===== config.mk =====
export PLATFORM = sky130hd
export DESIGN_NAME = tetris_lcd_renderer
export DESIGN_NICKNAME = d
export VERILOG_FILES = /design/src/rtl/tetris_lcd_renderer.sv
export SDC_FILE = /design/constraint.sdc
export NUM_CORES = 1
export LEC_CHECK = 0
export CORE_MARGIN = 2
export CORE_UTILIZATION = 53
export CTS_BUF_LIST = sky130_fd_sc_hd__clkbuf_4
export CTS_CLUSTER_SIZE = 25
export DETAILED_ROUTE_END_ITERATION = 16
export MAX_ROUTING_LAYER = met4
export PLACE_DENSITY = 0.79
export RECOVER_POWER = 100
export SYNTH_ARGS = -nofsm -noshare
export SYNTH_HDL_FRONTEND = slang
export SYNTH_SLANG_ARGS = --single-unit

===== constraint.sdc =====
create_clock -name clk -period 3.3 [get_ports clk]
set_input_delay 0.66 -clock clk [delete_from_list [all_inputs] [get_ports clk]]
set_output_delay 0.66 -clock clk [all_outputs]
set_load 0.02 [all_outputs]

===== src/rtl/tetris_lcd_renderer.sv =====
// Raster renderer for the Tetris LCD: walks the panel, overlays the snapshotted falling
// piece on the locked board and streams RGB565 pixels over a valid/ready handshake.
module tetris_lcd_renderer #(
   parameter int LCD_W    = 240,
   parameter int LCD_H    = 240,
   parameter int CELL_PX  = 16,
   parameter int BOARD_X0 = 40,
   parameter int BOARD_Y0 = 24
) (
   input  logic        clk,
   input  logic        reset,
   input  logic        lcd_ready,
   output logic        frame_start,
   output logic [4:0]  q_x,
   output logic [4:0]  q_y,
   input  logic [3:0]  q_color,
   input  logic [2:0]  cur_shape,
   input  logic [1:0]  cur_rot,
   input  logic [4:0]  cur_x,
   input  logic [5:0]  cur_y,
   input  logic [3:0]  cur_color,
   output logic [15:0] pix_data,
   output logic        pix_valid,
   input  logic        pix_ready,
   output logic        pix_first,
   output logic        pix_last
);
   localparam int          SH   = $clog2(CELL_PX);
   localparam logic [15:0] BX0  = 16'(BOARD_X0);
   localparam logic [15:0] BX1  = 16'(BOARD_X0 + 10 * CELL_PX);
   localparam logic [15:0] BY0  = 16'(BOARD_Y0);
   localparam logic [15:0] BY1  = 16'(BOARD_Y0 + 12 * CELL_PX);
   localparam logic [15:0] XMAX = 16'(LCD_W - 1);
   localparam logic [15:0] YMAX = 16'(LCD_H - 1);

   typedef enum logic [1:0] {ST_WAIT, ST_START, ST_SCAN} state_t;
   state_t state;

   logic [15:0] cnt_x, cnt_y;
   logic        issuing;
   logic [2:0]  snap_shape;
   logic [1:0]  snap_rot;
   logic [4:0]  snap_x;
   logic [5:0]  snap_y;
   logic [3:0]  snap_color;
   logic        s1_valid, s1_in_board, s1_border, s1_first, s1_last;

   function automatic logic [15:0] shape_mask(input logic [2:0] s);
      // bit index is row*4+col of the unrotated 4x4 box
      case (s)
         3'd0:    shape_mask = 16'h00F0;
         3'd1:    shape_mask = 16'h0033;
         3'd2:    shape_mask = 16'h0027;
         3'd3:    shape_mask = 16'h0036;
         3'd4:    shape_mask = 16'h0063;
         3'd5:    shape_mask = 16'h0071;
         default: shape_mask = 16'h0074;
      endcase
   endfunction

   function automatic logic [15:0] palette(input logic [3:0] i);
      case (i)
         4'd0:    palette = 16'h0000;
         4'd1:    palette = 16'hF800;
         4'd2:    palette = 16'h07E0;
         4'd3:    palette = 16'h001F;
         4'd4:    palette = 16'hFFE0;
         4'd5:    palette = 16'h07FF;
         4'd6:    palette = 16'hF81F;
         4'd7:    palette = 16'hFD20;
         4'd9:    palette = 16'hFFFF;
         default: palette = 16'h8410;
      endcase
   endfunction

   logic        adv, issue, in_x, in_y, bd_x, bd_y;
   logic [15:0] ix, iy, rx, ry;

   // Stage-1 input: START always issues pixel (0,0), SCAN issues from the counters.
   always_comb begin
      adv   = !pix_valid || pix_ready;
      ix    = (state == ST_START) ? 16'd0 : cnt_x;
      iy    = (state == ST_START) ? 16'd0 : cnt_y;
      issue = adv && ((state == ST_START) || (state == ST_SCAN && issuing));
      rx    = ix - BX0;
      ry    = iy - BY0;
      in_x  = (ix >= BX0) && (ix < BX1);
      in_y  = (iy >= BY0) && (iy < BY1);
      bd_x  = (ix + 16'd1 >= BX0) && (ix <= BX1);
      bd_y  = (iy + 16'd1 >= BY0) && (iy <= BY1);
   end

   logic [6:0]  dx, dy;
   logic [1:0]  sx, sy;
   logic [2:0]  shape_eff;
   logic [15:0] mask, color_n;
   logic        hit;
   logic [3:0]  idx;

   always_comb begin
      shape_eff = (snap_shape == 3'd7) ? 3'd6 : snap_shape;
      mask      = shape_mask(shape_eff);
      dx        = {2'b00, q_x} - {2'b00, snap_x};
      dy        = {2'b00, q_y} - {snap_y[5], snap_y};
      case (snap_rot)
         2'd0:    begin sx = dx[1:0];  sy = dy[1:0];  end
         2'd1:    begin sx = dy[1:0];  sy = ~dx[1:0]; end
         2'd2:    begin sx = ~dx[1:0]; sy = ~dy[1:0]; end
         default: begin sx = ~dy[1:0]; sy = dx[1:0];  end
      endcase
      hit     = (dx[6:2] == 5'd0) && (dy[6:2] == 5'd0) && mask[{sy, sx}];
      idx     = hit ? snap_color : q_color;
      color_n = 16'h0000;
      if (s1_in_board)    color_n = palette(idx);
      else if (s1_border) color_n = 16'h7BEF;
   end

   always_ff @(posedge clk) begin
      if (reset) begin
         state       <= ST_WAIT;
         frame_start <= 1'b0;
         cnt_x       <= '0;
         cnt_y       <= '0;
         issuing     <= 1'b0;
         snap_shape  <= '0;
         snap_rot    <= '0;
         snap_x      <= '0;
         snap_y      <= '0;
         snap_color  <= '0;
         s1_valid    <= 1'b0;
         s1_in_board <= 1'b0;
         s1_border   <= 1'b0;
         s1_first    <= 1'b0;
         s1_last     <= 1'b0;
         q_x         <= '0;
         q_y         <= '0;
         pix_data    <= '0;
         pix_valid   <= 1'b0;
         pix_first   <= 1'b0;
         pix_last    <= 1'b0;
      end else begin
         case (state)
            ST_WAIT: if (lcd_ready) begin
               state       <= ST_START;
               frame_start <= 1'b1;
            end
            ST_START: begin
               frame_start <= 1'b0;
               snap_shape  <= cur_shape;
               snap_rot    <= cur_rot;
               snap_x      <= cur_x;
               snap_y      <= cur_y;
               snap_color  <= cur_color;
               state       <= ST_SCAN;
            end
            ST_SCAN: if (pix_valid && pix_ready && pix_last) begin
               state       <= lcd_ready ? ST_START : ST_WAIT;
               frame_start <= lcd_ready;
            end
            default: state <= ST_WAIT;
         endcase

         if (issue) begin
            if (ix == XMAX) begin
               cnt_x <= '0;
               cnt_y <= iy + 16'd1;
            end else begin
               cnt_x <= ix + 16'd1;
               cnt_y <= iy;
            end
            issuing <= !(ix == XMAX && iy == YMAX);
         end

         if (adv) begin
            s1_valid <= issue;
            if (issue) begin
               s1_in_board <= in_x && in_y;
               s1_border   <= bd_x && bd_y && !(in_x && in_y);
               s1_first    <= (ix == 16'd0) && (iy == 16'd0);
               s1_last     <= (ix == XMAX) && (iy == YMAX);
               q_x         <= (in_x && in_y) ? rx[SH +: 5] : 5'd0;
               q_y         <= (in_x && in_y) ? ry[SH +: 5] : 5'd0;
            end
            pix_valid <= s1_valid;
            pix_data  <= color_n;
            pix_first <= s1_valid && s1_first;
            pix_last  <= s1_valid && s1_last;
         end
      end
   end
endmodule


==> results.txt, run 1 <==
----------------------------------------------------
[Setup path]
  Critical path depth in cells ... 15
  CP startpoint kind ... flip-flop
  CP cell instances ... inv_2 -> ha_4 -> fa_1 -> nand2_2 -> o21ai_4 -> a221o_1 -> nand3_2 -> o221ai_2 -> a211oi_4 -> mux2_4 -> ha_4 -> nor2b_4 -> nor4_2 -> a21o_1 -> a2111oi_2
  Critical Path AT ... 3800 ps
  Slowest cell delay on critical path ... 470 ps
  Length in cells of the worst reg-to-reg path ... 15
  Critical path buffer and inverter count ... 1
  CP delay by family, top ... compound AO/OA/AOI/OAI gates
  Cell at the slowest stage of the critical path ... fa_1
  Most frequent cell on the critical path ... ha_4
  Crit Path Class ... reg2reg
  Worst EP required ... about 3600 ps
  Max Fanout on Critical Path ... 4
  Capturing element type of the critical path ... flip-flop

[Min path]
  Worst hold path cell count ... 2
  Type of the tightest min-delay check ... reg2reg

[Clocking]
  Longest Clk Path Bufs ... 2
  Number of buffers created by CTS ... 9
  Clock edge transition at the registers on the reported setup and hold paths ... 140 ps
  Cts-stage hold buffer count ... 0
  Sinks on Clock Net ... 81
  Clock tree root buffer cell ... clkbuf_4
  Clock latency on the worst-skew pair ... 460 ps
  Clock H-tree levels ... 3
  CTS tree ... done

[Timing]
  Final period demand of the worst path ... ~3500 ps
  Worst Clk Skew ... 14.9 ps
  Post-layout worst setup margin ... -182 ps
  Highest clock frequency the design can meet ... between 0.2 and 0.3 GHz
  Final Max Tran Viols ... 0
  Endpoints failing hold ... 0
  Total of endpoints with negative setup slack in the final report ... 4
  Part of the cycle the worst path needs ... 106%
  RSZ-0062 raised after global routing ... true
  Fin Hold WS ... 465 ps
  Slew of the pin with the lowest slew margin ... 855 ps
  Slew HR ... approximately 43%

[Place]
  Placed cell count ... 860
  Half-perimeter wire length after detailed placement ... 9.41 mm
  Routability cong. ... 0.926
  Worst setup timing slack at the placement stage ... -270 ps
  Port Buffer Count ... 57

[Final layout]
  Area added between synthesis and finish ... 18.8%
  Fraction of final layout cells sized beyond drive strength 1 ... between 10% and 20%
  Final core utilization ... 64.1%
  Fin nets ... approximately 800
  Non-filler cells, final ... just under 900
  Count of antenna diodes in the layout ... 0

[Pwr]
  Power Density ... 324 nW/um^2
  Final Total Pwr ... between 0.002 and 0.0025 W
  Leakage power figure ... 2.16 nW
  Worst supply voltage drop on vdd ... 0.000242 V

[Drt]
  Initial DRT Pass Iterations ... 6
  Via count ... 5152
  Final ANT Viol Nets ... 0
  Number of vias per cell after detailed routing ... 5.85
  Routed wire length per instance ... around 15 um
  Drt drc ... 0
  Routed Wire Length ... 13.5 mm
  Number of design-rule violations left by the first detailed-router iteration ... 266

[Yosys]
  Leading area contributor after synthesis ... dfxtp_1
  Main area contributors after synthesis ... dfxtp_1 (31%), a21oi_1 (7.8%), nand2_1 (6.7%)
  Count of state elements after synthesis ... 81
  Post-synthesis async set-or-reset flop share ... 0%
  Netlist Area Pre-Place ... 5200 um^2
  Avg Synthesized Cell Area ... approximately 7.4 um^2
  Yosys top cell area share ... 31.2%
  YS warnings ... 0
  Mapped Cells ... 706
  Most used DFF post-synth ... dfxtp_1
  Part of the Yosys area used for sequential elements ... 31.2%
  Count of different cell masters after synthesis ... 65
  Post-synthesis net count ... 755
  Number of enable flip-flop cells after synthesis ... 0

[Floorplanning]
  I/O pin count ... 58
  Total Die Area ... roughly 11000 um^2
  Die boundary width ... ~100 um
  Site Rows ... 36
  Die Ht ... between 100 and 150 um
  Initial core utilization ... 54.0%
  Core outline area ... 9640 um^2

[Global routing]
  Total global routing overflow ... 0
  Number of global-route vias before repair ... 4808
  Number of antenna violations at the first check in global routing ... 0
  Largest net degree at the start of global routing ... 80
  All-layer global routing usage ... 26.7%
  Wire length of the first global-routing pass ... between 20 and 25 mm

[Outcome]
  Status ... complete, but fails checks
  Failing checks ... setup timing

[Flow run]
  Count of max-cap constraint violations ... 0

----------------------------------------------------
## per-layer routing
layer  global-route usage (%)  routed length, um  up-vias
li1                         -                  -     2534
met1                     32.6               5890     2421
met2                     44.0               6600      170
met3                     3.66                687       27
met4                     12.0                325        0
met5                        -                  0        -
## report_power, final
group	switching (W)	internal, W
Combinational	0.000196	0.000161
Sequential	0.0000261	0.000997
Clock	0.000388	0.000236
## worst reg2reg max path, delay by kind of cell (launching register included)
| kind | cells | cell delay [ps] |
|---|---|---|
| buf+inv | 1 | 40 |
| flops | 1 | 370 |
| mux | 1 | 350 |
| compound gates | 6 | 1150 |
| fa+ha+maj | 3 | 780 |
| simple gates | 4 | 660 |
## per-stage QoR
step,area (um^2),setup TNS [ps]
after floorplan,5250,-416
after global placement,5860,-262
after detailed placement,5860,-878
after CTS,6070,-403
after global routing,6180,-848
final,6180,-494
## cells in the mapped netlist (11+ instances only)
master    instances
nand2_1          93
a21oi_1          81
dfxtp_1          81
nor2_1           62
o21ai_0          41
inv_1            38
clkbuf_1         35
nor3_1           23
ha_1             19
nand3_1          18
xnor2_1          15
nand4_1          12
and2_1           11
## flip-flops by register name, indices dropped and copies added (netlist names), 3 cells and up
register    count
q_x             5
snap_x          5
snap_color      4
snap_shape      3
q_y             5
pix_data        7
snap_y          6
cnt_x          16
cnt_y          16
## repair_timing
| action | in CTS | in global routing |
|---|---|---|
| setup endpoints to repair | 4 | 7 |
| buffers inserted | 2 | 2 |
| cloned | 1 | 0 |
| endpoints found under the hold margin | 0 | 0 |
| resized for setup | 9 | 16 |
| pin swaps | 6 | 6 |
## cell usage in the layout, fill, tap and decap left out, drive strengths merged, types with 5 or more instances in the layout
cell type	count
nand2	95
a21oi	81
dfxtp	81
nor2	64
clkdlybuf4s50	56
o21ai	44
inv	41
buf	26
nor3	25
nand3	19
ha	19
xnor2	15
nand4	12
and2	11
xor2	10
a31oi	10
or3	9
clkbuf	9
a211oi	9
nor2b	9
and3	8
a22oi	8
nand3b	8
nand2b	8
mux2i	7
a21o	6
or4	5
a311oi	5
nor4	5
## cells by family after synthesis
group	count (synthesis)	synth area share (%)
AO/OA/AOI/OAI	189	22.2
XOR/XNOR	25	4.21
AND/OR/NAND/NOR	285	26.9
adder cells (fa/ha/maj)	22	5.53
multiplexers	9	1.78
buffers and inverters	95	8.17
flip-flops	81	31.2
## worst paths after layout
kind / startpoint / endpoint / slack, ps
max: q_y[0] / pix_data[8] / -180
max reg2reg: q_y[0] / pix_data[8] / -180
min reg2reg: pix_first / pix_first / 470
min: pix_first / pix_first / 470
## area by class of cell
type / count / area, um^2
multi-input combinational: 531 / 3330
clock buffer: 9 / 67.6
fill: 847 / 3460
timing repair buffer: 82 / 769
clock inverter: 7 / 76.3
sequential: 81 / 1630
inverter: 38 / 145
tap: 133 / 166
Note: power is estimated with default switching activity, not from simulation.
==> inputs of run 2 (changes only) <==
Settings changed: ABC_CLOCK_PERIOD_IN_PS set to 3300, GPL_ROUTABILITY_DRIVEN set to 0.
==> results.txt, run 2 (same netlist as run 1, synthesis figures left out) <==
----------------------------------------------------
[Pwr]
  Final Total Pwr ... just under 0.002 W
  Cell-internal power ... 0.00139 W
  Worst supply voltage drop on vdd ... 0.000233 V
  Combinational share of power ... between 15 and 20%
  Sw Share ... 29.8%
  Sequential Power Share ... 51.7%
  Leakage power figure ... 2.24 nW
  Power Density ... 323 nW/um^2
  Share of power burned in the clock network ... between 30% and 40%
  Net Sw Power ... 0.000590 W

[Drt]
  Number of design-rule violations left by the first detailed-router iteration ... 375
  Routed wire length per instance ... 15.0 um
  Via count ... approximately 5000
  Final ANT Viol Nets ... 0
  Initial DRT Pass Iterations ... 8
  Drt drc ... 0
  Routed Wire Length ... 13.3 mm
  Number of vias per cell after detailed routing ... about 5.8

[Timing]
  RSZ-0062 raised after global routing ... true
  Setup tns final ... -536 ps
  Slew of the pin with the lowest slew margin ... 1310 ps
  Endpoints failing hold ... 0
  Final period demand of the worst path ... 3450 ps
  Part of the cycle the worst path needs ... 105%
  Final Max Tran Viols ... 0
  Post-layout worst setup margin ... -153 ps
  Highest clock frequency the design can meet ... 0.290 GHz
  Total of endpoints with negative setup slack in the final report ... 5
  Slew HR ... between 10% and 20%
  Worst Clk Skew ... 19.2 ps

[Floorplanning]
  Core outline area ... 9640 um^2
  Total Die Area ... 10600 um^2
  Initial core utilization ... 54.0%
  I/O pin count ... 58
  Die Ht ... 103 um
  Site Rows ... 36
  Die boundary width ... 103 um

[Setup path]
  Crit Path Class ... reg2reg
  CP delay by family, top ... compound AO/OA/AOI/OAI gates
  Capturing element type of the critical path ... flip-flop
  Worst-case register-to-register setup slack ... -150 ps
  CP cell instances ... inv_2 -> ha_4 -> fa_1 -> nand2_2 -> o21ai_4 -> a221o_1 -> nand3_2 -> o221ai_2 -> a211oi_4 -> buf_4 -> mux2_4 -> ha_4 -> nor2b_4 -> nor3_2 -> mux2i_1 -> o22ai_1 -> nor3_1
  Critical Path AT ... 3790 ps
  Max Fanout on Critical Path ... 4
  Most frequent cell on the critical path ... ha_4
  Worst r2r dst ... pix_data[9]
  Slowest cell delay on critical path ... 470 ps
  Length in cells of the worst reg-to-reg path ... 17
  Startpoint of the most critical register-to-register path ... q_y[0]
  Worst EP required ... about 3600 ps
  Termination of the worst setup path ... pix_data[9]
  CP startpoint kind ... flip-flop
  Critical path depth in cells ... 17
  Cell at the slowest stage of the critical path ... fa_1
  CP Launch Point ... q_y[0]
  Critical path buffer and inverter count ... 2

[Clocking]
  Clock latency on the worst-skew pair ... 460 ps
  Number of buffers created by CTS ... 9
  Sinks on Clock Net ... 81
  Clock H-tree levels ... 3
  Clock tree root buffer cell ... clkbuf_4
  Longest Clk Path Bufs ... 2
  Clock edge transition at the registers on the reported setup and hold paths ... 140 ps
  CTS tree ... done

[Final layout]
  Fin nets ... 795
  Biggest regs ... cnt_x: 16 flops, cnt_y: 16 flops, pix_data: 7 flops
  Most common library cell in the layout ignoring fill and taps ... nand2_1
  Fraction of final layout cells sized beyond drive strength 1 ... 10.1%
  Commonest cells after routing, fill and taps aside ... nand2_1 (93), a21oi_1 (81), dfxtp_1 (79), nor2_1 (62), o21ai_0 (39)
  Final core utilization ... 63.5%
  Post-route cell area ... between 6000 and 7000 um^2
  Count of fill cells added during filler insertion ... 879
  Count of antenna diodes in the layout ... 0
  Area added between synthesis and finish ... 17.5%

[Min path]
  Type of the tightest min-delay check ... reg2reg

[Place]
  Half-perimeter wire length after detailed placement ... just over 9 mm
  Worst setup timing slack at the placement stage ... -262 ps
  Area of placed instances ... between 5000 and 6000 um^2
  Port Buffer Count ... 57

[Global routing]
  Largest net degree at the start of global routing ... 44
  Total global routing overflow ... 0
  Number of global-route vias before repair ... 4868
  All-layer global routing usage ... 27.0%
  Number of antenna violations at the first check in global routing ... 0
  Wire length of the first global-routing pass ... 22.4 mm

[Flow run]
  Count of max-cap constraint violations ... 0

[Outcome]
  Status ... complete, but fails checks
  Failing checks ... setup timing

----------------------------------------------------
run 2: cell count changes in the layout (fill, tap and decap cells not counted), sizes merged:
| cell | before | now |
|---|---|---|
| dlygate4sd3 | 0 | 31 |
| clkdlybuf4s50 | 56 | 25 |
| inv | 41 | 39 |
| clkbuf | 9 | 16 |
| buf | 26 | 23 |
| clkinvlp | 3 | 2 |
| clkinv | 0 | 2 |
run 2: how the worst min path moves through the flow:
stage          slack, ps      endpoint         start  cells past startpoint
2_1_floorplan        430      s1_first      s1_first                      2
3_3_place_gp         440  pix_data[15]  pix_data[15]                      2
3_5_place_dp         450     snap_x[2]     snap_x[2]                      2
4_1_cts              470     snap_x[2]     snap_x[2]                      2
5_1_grt              490     snap_x[2]     snap_x[2]                      2
6_report             470     pix_first     pix_first                      2
run 2: worst min-delay path, stage by stage (launching register included):
cell	delay (ps)
dfxtp_1	330
nand2_1	50
a21oi_1	50
run 2: power groups by stage:
stage                     sequential, W  combinational, W  clock [W]
after detailed placement        0.00104          0.000317          0
after global placement          0.00104          0.000307          0
after global routing            0.00103          0.000374   0.000668
final                           0.00102          0.000339   0.000617
after CTS                       0.00102          0.000337   0.000629
after floorplan                 0.00104          0.000223          0
run 2: area by class of cell:
cell class / instances / area [um^2] / area share, %
multi-input combinational: 531 / 3270 / 53.5
sequential: 81 / 1630 / 26.6
timing repair buffer: 85 / 766 / 12.5
tap: 133 / 166 / 2.72
inverter: 38 / 143 / 2.33
clock buffer: 10 / 75.1 / 1.23
clock inverter: 6 / 67.6 / 1.10
run 2: timing repair:
| item | in CTS | in global routing |
|---|---|---|
| pin swaps | 6 | 2 |
| resized for setup | 11 | 5 |
| endpoints found under the hold margin | 0 | 0 |
| gates cloned | 1 | 0 |
| setup buffers | 3 | 3 |
| setup endpoints to repair | 4 | 6 |
| hold buffers | 0 | 0 |
run 2: layer usage:
metal	track usage (%)	vias up	wire, um
met2	44.5	169	6440
met5	-	-	0
met3	3.66	30	666
met4	11.5	0	300
li1	-	2538	-
met1	33.2	2391	5870
run 2: stage by stage:
stage | hold WS, ps | instances
after CTS | 467 | 881
after floorplan | 432 | 706
after global routing | 492 | 884
after global placement | 441 | 861
final | 467 | 884
after detailed placement | 450 | 861
==> inputs of run 3 (changes only) <==
Settings changed: GPL_ROUTABILITY_DRIVEN 0 to not set.
==> results of run 3 <==
No change in the layout: final DEF, timing and power equal those of run 1.
